<file path="config.mk">
export PLATFORM = sky130hd
export DESIGN_NAME = picorv32_axi_arbiter
export DESIGN_NICKNAME = d
export VERILOG_FILES = /design/src/rtl/picorv32_axi_arbiter.sv
export SDC_FILE = /design/constraint.sdc
export NUM_CORES = 1
export LEC_CHECK = 0
export BUFFER_PORTS_ARGS = -buffer_cell sky130_fd_sc_hd__buf_4
export CAP_MARGIN = 20
export CORE_AREA = 2 2 175 177
export CTS_BUF_LIST = sky130_fd_sc_hd__clkbuf_4
export DETAILED_ROUTE_END_ITERATION = 12
export DIE_AREA = 0 0 177 179
export PLACE_DENSITY = 0.3
export SETUP_SLACK_MARGIN = 0.4
export SYNTH_ARGS = -nofsm -noshare
export SYNTH_HDL_FRONTEND = slang
export SYNTH_SLANG_ARGS = --single-unit
</file>
<file path="constraint.sdc">
create_clock -name sys_clk -period 1.5 [get_ports sys_clk]
set_clock_uncertainty 0.15 [all_clocks]
set_input_delay 0.3 -clock sys_clk [delete_from_list [all_inputs] [get_ports sys_clk]]
set_output_delay 0.3 -clock sys_clk [all_outputs]
set_load 0.02 [all_outputs]
</file>
<file path="src/rtl/picorv32_axi_arbiter.sv">
// Two-master to one-slave AXI4-Lite arbiter, one transaction in flight; PICORV32_AXI_ARB_RR_EN selects round-robin ties.
// Latency: one cycle from request to s-side valid in IDLE; once granted, all beats pass through combinationally.
// Backpressure: waiting master sees no ready until granted; slave ready/valid pass straight through to the owner.
module picorv32_axi_arbiter #(
    parameter int ADDR_WIDTH = 32,
    parameter int DATA_WIDTH = 32
) (
    input  logic                      sys_clk,
    input  logic                      sys_rst,

    input  logic                      m0_axi_awvalid,
    output logic                      m0_axi_awready,
    input  logic [ADDR_WIDTH-1:0]     m0_axi_awaddr,
    input  logic [2:0]                m0_axi_awprot,
    input  logic                      m0_axi_wvalid,
    output logic                      m0_axi_wready,
    input  logic [DATA_WIDTH-1:0]     m0_axi_wdata,
    input  logic [DATA_WIDTH/8-1:0]   m0_axi_wstrb,
    output logic                      m0_axi_bvalid,
    input  logic                      m0_axi_bready,
    input  logic                      m0_axi_arvalid,
    output logic                      m0_axi_arready,
    input  logic [ADDR_WIDTH-1:0]     m0_axi_araddr,
    input  logic [2:0]                m0_axi_arprot,
    output logic                      m0_axi_rvalid,
    input  logic                      m0_axi_rready,
    output logic [DATA_WIDTH-1:0]     m0_axi_rdata,

    input  logic                      m1_axi_awvalid,
    output logic                      m1_axi_awready,
    input  logic [ADDR_WIDTH-1:0]     m1_axi_awaddr,
    input  logic [2:0]                m1_axi_awprot,
    input  logic                      m1_axi_wvalid,
    output logic                      m1_axi_wready,
    input  logic [DATA_WIDTH-1:0]     m1_axi_wdata,
    input  logic [DATA_WIDTH/8-1:0]   m1_axi_wstrb,
    output logic                      m1_axi_bvalid,
    input  logic                      m1_axi_bready,
    input  logic                      m1_axi_arvalid,
    output logic                      m1_axi_arready,
    input  logic [ADDR_WIDTH-1:0]     m1_axi_araddr,
    input  logic [2:0]                m1_axi_arprot,
    output logic                      m1_axi_rvalid,
    input  logic                      m1_axi_rready,
    output logic [DATA_WIDTH-1:0]     m1_axi_rdata,

    output logic                      s_axi_awvalid,
    input  logic                      s_axi_awready,
    output logic [ADDR_WIDTH-1:0]     s_axi_awaddr,
    output logic [2:0]                s_axi_awprot,
    output logic                      s_axi_wvalid,
    input  logic                      s_axi_wready,
    output logic [DATA_WIDTH-1:0]     s_axi_wdata,
    output logic [DATA_WIDTH/8-1:0]   s_axi_wstrb,
    input  logic                      s_axi_bvalid,
    output logic                      s_axi_bready,
    output logic                      s_axi_arvalid,
    input  logic                      s_axi_arready,
    output logic [ADDR_WIDTH-1:0]     s_axi_araddr,
    output logic [2:0]                s_axi_arprot,
    input  logic                      s_axi_rvalid,
    output logic                      s_axi_rready,
    input  logic [DATA_WIDTH-1:0]     s_axi_rdata,

    output logic                      grant,
    output logic                      busy
);

    localparam logic [1:0] ST_IDLE = 2'd0;
    localparam logic [1:0] ST_RD   = 2'd1;
    localparam logic [1:0] ST_WR   = 2'd2;

    logic [1:0] state_q, state_d;
    logic       grant_q, grant_d;
    logic       last_q, last_d;
    logic       ar_done_q, ar_done_d;
    logic       aw_done_q, aw_done_d;
    logic       w_done_q, w_done_d;
    logic       pick;

    logic in_rd, in_wr;
    logic g_awvalid, g_wvalid, g_bready, g_arvalid, g_rready;
    logic ar_rdy, r_vld, aw_rdy, w_rdy, b_vld;

    assign in_rd = (state_q == ST_RD);
    assign in_wr = (state_q == ST_WR);

    assign g_awvalid = grant_q ? m1_axi_awvalid : m0_axi_awvalid;
    assign g_wvalid  = grant_q ? m1_axi_wvalid  : m0_axi_wvalid;
    assign g_bready  = grant_q ? m1_axi_bready  : m0_axi_bready;
    assign g_arvalid = grant_q ? m1_axi_arvalid : m0_axi_arvalid;
    assign g_rready  = grant_q ? m1_axi_rready  : m0_axi_rready;

    assign s_axi_awaddr = grant_q ? m1_axi_awaddr : m0_axi_awaddr;
    assign s_axi_awprot = grant_q ? m1_axi_awprot : m0_axi_awprot;
    assign s_axi_wdata  = grant_q ? m1_axi_wdata  : m0_axi_wdata;
    assign s_axi_wstrb  = grant_q ? m1_axi_wstrb  : m0_axi_wstrb;
    assign s_axi_araddr = grant_q ? m1_axi_araddr : m0_axi_araddr;
    assign s_axi_arprot = grant_q ? m1_axi_arprot : m0_axi_arprot;

    // Done flags stop a channel from being re-presented once its handshake has happened.
    assign s_axi_arvalid = in_rd & g_arvalid & ~ar_done_q;
    assign s_axi_rready  = in_rd & g_rready;
    assign s_axi_awvalid = in_wr & g_awvalid & ~aw_done_q;
    assign s_axi_wvalid  = in_wr & g_wvalid & ~w_done_q;
    assign s_axi_bready  = in_wr & g_bready;

    assign ar_rdy = in_rd & s_axi_arready & ~ar_done_q;
    assign r_vld  = in_rd & s_axi_rvalid;
    assign aw_rdy = in_wr & s_axi_awready & ~aw_done_q;
    assign w_rdy  = in_wr & s_axi_wready & ~w_done_q;
    assign b_vld  = in_wr & s_axi_bvalid;

    assign m0_axi_arready = ar_rdy & ~grant_q;
    assign m1_axi_arready = ar_rdy &  grant_q;
    assign m0_axi_rvalid  = r_vld  & ~grant_q;
    assign m1_axi_rvalid  = r_vld  &  grant_q;
    assign m0_axi_awready = aw_rdy & ~grant_q;
    assign m1_axi_awready = aw_rdy &  grant_q;
    assign m0_axi_wready  = w_rdy  & ~grant_q;
    assign m1_axi_wready  = w_rdy  &  grant_q;
    assign m0_axi_bvalid  = b_vld  & ~grant_q;
    assign m1_axi_bvalid  = b_vld  &  grant_q;
    assign m0_axi_rdata   = s_axi_rdata;
    assign m1_axi_rdata   = s_axi_rdata;

    assign grant = grant_q;
    assign busy  = (state_q != ST_IDLE);

    always_comb begin
        state_d   = state_q;
        grant_d   = grant_q;
        last_d    = last_q;
        ar_done_d = ar_done_q;
        aw_done_d = aw_done_q;
        w_done_d  = w_done_q;
        pick      = 1'b0;
        case (state_q)
            ST_IDLE: begin
                if (m0_axi_arvalid | m0_axi_awvalid | m1_axi_arvalid | m1_axi_awvalid) begin
`ifdef PICORV32_AXI_ARB_RR_EN
                    if ((m0_axi_arvalid | m0_axi_awvalid) & (m1_axi_arvalid | m1_axi_awvalid))
                        pick = ~last_q;
                    else
                        pick = ~(m0_axi_arvalid | m0_axi_awvalid);
`else
                    pick = ~(m0_axi_arvalid | m0_axi_awvalid);
`endif
                    grant_d   = pick;
                    last_d    = pick;
                    // Reads win when a master raises both valids together.
                    state_d   = (pick ? m1_axi_arvalid : m0_axi_arvalid) ? ST_RD : ST_WR;
                    ar_done_d = 1'b0;
                    aw_done_d = 1'b0;
                    w_done_d  = 1'b0;
                end
            end
            ST_RD: begin
                if (s_axi_arvalid & s_axi_arready) ar_done_d = 1'b1;
                if (s_axi_rvalid & s_axi_rready)   state_d   = ST_IDLE;
            end
            ST_WR: begin
                if (s_axi_awvalid & s_axi_awready) aw_done_d = 1'b1;
                if (s_axi_wvalid & s_axi_wready)   w_done_d  = 1'b1;
                if (s_axi_bvalid & s_axi_bready)   state_d   = ST_IDLE;
            end
            default: state_d = ST_IDLE;
        endcase
    end

    always_ff @(posedge sys_clk) begin
        if (sys_rst) begin
            state_q   <= ST_IDLE;
            grant_q   <= 1'b0;
            last_q    <= 1'b1;
            ar_done_q <= 1'b0;
            aw_done_q <= 1'b0;
            w_done_q  <= 1'b0;
        end else begin
            state_q   <= state_d;
            grant_q   <= grant_d;
            last_q    <= last_d;
            ar_done_q <= ar_done_d;
            aw_done_q <= aw_done_d;
            w_done_q  <= w_done_d;
        end
    end

endmodule

</file>
-- Yosys cells after proc, flatten, opt, wreduce, memory -nomap -nowiden
Index checks and enable logic that the tools add are counted.
- RAM bits: 0
- flip-flop bits (word level): 6
- output and inout port bits: 187
- memories: 0
- ROM bits: 0
- input bits: 261
- bits in latches: 0
- reductions and logical operators: 9
- $add $sub $neg: 0
- multiplexer cells: 24
- order comparisons: 0
- multipliers: 0
- bitwise logic cells: 39
- equality and inequality tests: 8
- div/mod/pow operators: 0
- shift-type cells: 0
- operators with widths (cell ; count):
    $mux 32 ; 3
    $and 1x1->1 ; 31
    $reduce_and 3->1 ; 4
    $mux 1 ; 10
    $ne 2x1->1 const B ; 5
    $mux 2 ; 4
    $mux 3 ; 2
    $pmux 1 s2 ; 3
    $pmux 2 s3 ; 1
    $reduce_bool 2->1 ; 3
    $not 1->1 ; 5
    $mux 4 ; 1
    $or 1x1->1 ; 3
    $eq 2x1->1 const B ; 1
    $eq 2x2->1 const B ; 1
    $logic_not 2->1 ; 1
    $ne 2x2->1 const B ; 1
    $reduce_and 2->1 ; 1

-- Logic depth before layout (Yosys ltp)
- depth in word-level cells: 6
- depth in mapped cells: 5

-- Worst setup path after synthesis
No wires, ideal clock.
- path type: flip-flop to output port
- from: register grant_q (netlist: grant)
- to: output m1_axi_bvalid
- path buffers: 2
- data arrival time: 1.355 ns
- path slack: -0.305 ns
- data required time: 1.050 ns
- stages on the path, launching flop included: 5
- cell sequence: dfxtp_1 > buf_4 > buf_8 > inv_1 > nor3_1
- cells in the longest elaborated chain, start to end: 1
- ends and longest elaborated chain (what ; RTL line ; source):
    from (decl) ; 74 ; logic grant_q, grant_d;
    from (signal assigned) ; 181 ; grant_q <= grant_d;
    $and 1x1->1 ; 123 ; assign m1_axi_bvalid = b_vld & grant_q;
    to (decl) ; 37 ; output logic m1_axi_bvalid,
No other way between the ends.

-- Worst setup path in the final report
- from: register grant_q (netlist: grant)
- to: output s_axi_araddr[6]
- cells in the longest elaborated chain, start to end: 1
- ends and longest elaborated chain (what ; RTL line ; source):
    $mux 32 ; 98 ; assign s_axi_araddr = grant_q ? m1_axi_araddr : m0_axi_araddr;
    to (decl) ; 59 ; output logic [ADDR_WIDTH-1:0] s_axi_araddr,
No other way between the ends.

==> impl_metrics.env <==
export IMPL_worstHoldStart="sys_rst"
export IMPL_drc=0
export IMPL_synth_area_um2=2220
export IMPL_clockBufferDepth=2
export IMPL_worst_pin_slew_ps=305.6
export IMPL_synth_cells=245
export IMPL_numClockSinks=6
export IMPL_yosysMostFrequentCell="mux2_2"
export IMPL_worstPathCellList="buf_12 > buf_12 > buf_12 > mux2_4 > buf_6"
export IMPL_start_util=0.07392
export IMPL_rr_startpoint="grant$_SDFFE_PP0P_"
export IMPL_die_x_um=177
export IMPL_rsz0062_at_grt="true"
export IMPL_holdWs_ps=101.8
export IMPL_synth_area_top_cells="mux2_2, buf_4, dfxtp_1, mux2i_1, buf_6"
export IMPL_gp_congestion=1.012
export IMPL_max_freq_mhz=519.5
export IMPL_core_um2=30030
export IMPL_required_ps=1050
export IMPL_synth_seq_area_share=0.05411
export IMPL_viasPerCell=3.202
export IMPL_final_area_um2=6128
export IMPL_finalPower_mw=3.514
export IMPL_place_area_um2=5230
export IMPL_cp_end_kind="primary output"
export IMPL_syn_to_final_growth_pct=176.1
export IMPL_gr_total_overflow=0
export IMPL_setup_viol=125
export IMPL_leakagePower_nw=2.935
export IMPL_fin_crit_sh=1.283
export IMPL_drive_gt1_frac=0.9545
export IMPL_r2r_cells=7
export IMPL_hold_violations=0
export IMPL_htreeDepth=1
export IMPL_cts_tree="built"
export IMPL_port_buffers=351
export IMPL_status="complete, but fails checks"
export IMPL_track_usage=0.09486
export IMPL_place_detailed_hpwl_um=14450
export IMPL_synth_edff_count=0
export IMPL_synth_top_flop_cell="dfxtp_1"
export IMPL_die_h_um=179
export IMPL_io_pins=448
export IMPL_cts_root_buf="clkbuf_4"
export IMPL_cp_max_fo=8
export IMPL_cts_reportedPaths_clkPinSlew_ps=60
export IMPL_rows=64
export IMPL_rrSetupSlack_ps=-170
export IMPL_ys_top_cells_by_count="mux2_2, buf_4, nor2_1"
export IMPL_crit_top_cell="buf_12"
export IMPL_synth_top_area_share=0.5378
export IMPL_antenna_found_initial=1
export IMPL_worstSetupStartpointType="flip-flop"
export IMPL_postLayoutCoreUtil=0.2041
export IMPL_clock_latency_ps=250
export IMPL_synthesis_nets=506
export IMPL_ys_async_sr_fraction=0
export IMPL_power_density_nw_per_um2=573.3
export IMPL_avgSynthCellArea_um2=9.060
export IMPL_drv_cap=0
export IMPL_r2r_end="state_q[1]$_SDFFE_PP0P_"
export IMPL_ys_ff_latch=6
export IMPL_yosysWarnings=0
export IMPL_vias=3103
export IMPL_hold_path_class="primary input to flip-flop"
export IMPL_synth_top_cell_by_area="mux2_2"
export IMPL_holdBufCountCts=0
export IMPL_grt_pass1_vias=3386
export IMPL_place_ws_ps=-238.2
export IMPL_relSlewSlack=0.7962
export IMPL_detail_route_wl_per_cell_um=17.63
export IMPL_final_max_slew_viol_count=0
export IMPL_drtIter0Drc=51
export IMPL_critPathArrivalTime_ps=1470
export IMPL_fin_ws_ps=-424.9
export IMPL_path_class="flip-flop to primary output"
export IMPL_layout_min_cycle_time_ps=1925
export IMPL_ant_nets=0
export IMPL_violations="negative setup slack"
export IMPL_grt_pass1_wl_um=21820
export IMPL_dr_pass1_iters=4
export IMPL_hold_depth=2
export IMPL_cp_slowest_stage_delay_ps=370
export IMPL_synth_cell_types=22
export IMPL_grt_max_degree=20
export IMPL_crit_slowest_cell="dfxtp_4"
export IMPL_nNetsFinal=834
export IMPL_numCtsBuffers=3
export IMPL_worstHoldEndpoint="state_q[0]$_SDFFE_PP0P_"
export IMPL_dieArea_um2=31680
export IMPL_peakVddDrop_v=0.0001413
export IMPL_wl_um=17080
how the worst max path moves through the flow:
| stage | start | endpoint | slack, ps |
|---|---|---|---|
| global route | grant$_SDFFE_PP0P_ | s_axi_arvalid | -480 |
| detailed placement | grant$_SDFFE_PP0P_ | s_axi_wdata[4] | -240 |
| finish | grant$_SDFFE_PP0P_ | s_axi_araddr[6] | -420 |
| global placement | grant$_SDFFE_PP0P_ | s_axi_wdata[18] | -210 |
| CTS | grant$_SDFFE_PP0P_ | s_axi_araddr[1] | -450 |
| floorplan | grant$_SDFFE_PP0P_ | s_axi_araddr[0] | -70 |
state kept, by name, indices dropped and copies added, names as in the netlist:
name	count
state_q	2
ar_done_q	1
aw_done_q	1
grant	1
w_done_q	1
routing by layer:
metal  track usage  vias to the layer above  part of all wire
met4       0.01412                        0             0.010
met1       0.09563                     1454              0.35
met3       0.03308                       24             0.093
met5             0                        -                 0
met2        0.1887                      164              0.55
li1              -                     1461                 -
timing repair:
item                                    in CTS  in global routing
endpoints found under the hold margin        0                  0
cloned                                       3                  3
setup buffers                               11                  7
pin swaps                                    9                  7
gates resized for setup                    125                 25
endpoints found under the setup margin     129                129
through the flow:
step / instances / TNS [ps]
finish: 969 / -44260
global route: 968 / -51730
CTS: 958 / -46860
detailed placement: 940 / -21630
global placement: 940 / -18060
floorplan: 245 / -6510
where the power goes:
part | total [mW] | switching, mW | internal [mW]
logic | 3.12 | 1.31 | 1.82
registers | 0.202 | 0.0276 | 0.174
clock network | 0.188 | 0.0685 | 0.119
total | 3.51 | 1.40 | 2.11
placed cells by master, fill, tap and decap left out, drive strengths merged:
cell	count
buf	397
mux2	106
nor2	11
o21ai	7
clkbuf	7
nor3	6
dfxtp	6
a21oi	5
mux2i	5
nand2	4
inv	4
nor3b	3
nand3b	3
nand2b	2
nor2b	2
diode	1
nor4	1
o21ba	1
o211a	1
and3b	1
area by class of cell:
class	instances	area, um^2
repair buffers	400	3513
clock buffers	4	30.03
fillers	3314	23900
diodes	1	2.502
inverters	4	17.52
multi-input cells	158	1938
well taps	396	495.5
flip-flops and latches	6	131.4
kinds of logic after synthesis:
group / after synthesis / synth area share
buf+inv: 81 / 0.2694
flops: 6 / 0.05412
compound gates: 14 / 0.03607
mux: 111 / 0.5603
simple gates: 33 / 0.08004
worst max-delay path, delay by kind of cell (launching register included):
kind	cells	cell delay (ps)
multiplexers	1	300
flip-flops	1	370
buffers and inverters	4	540
Power figures use the tool's default switching activity.
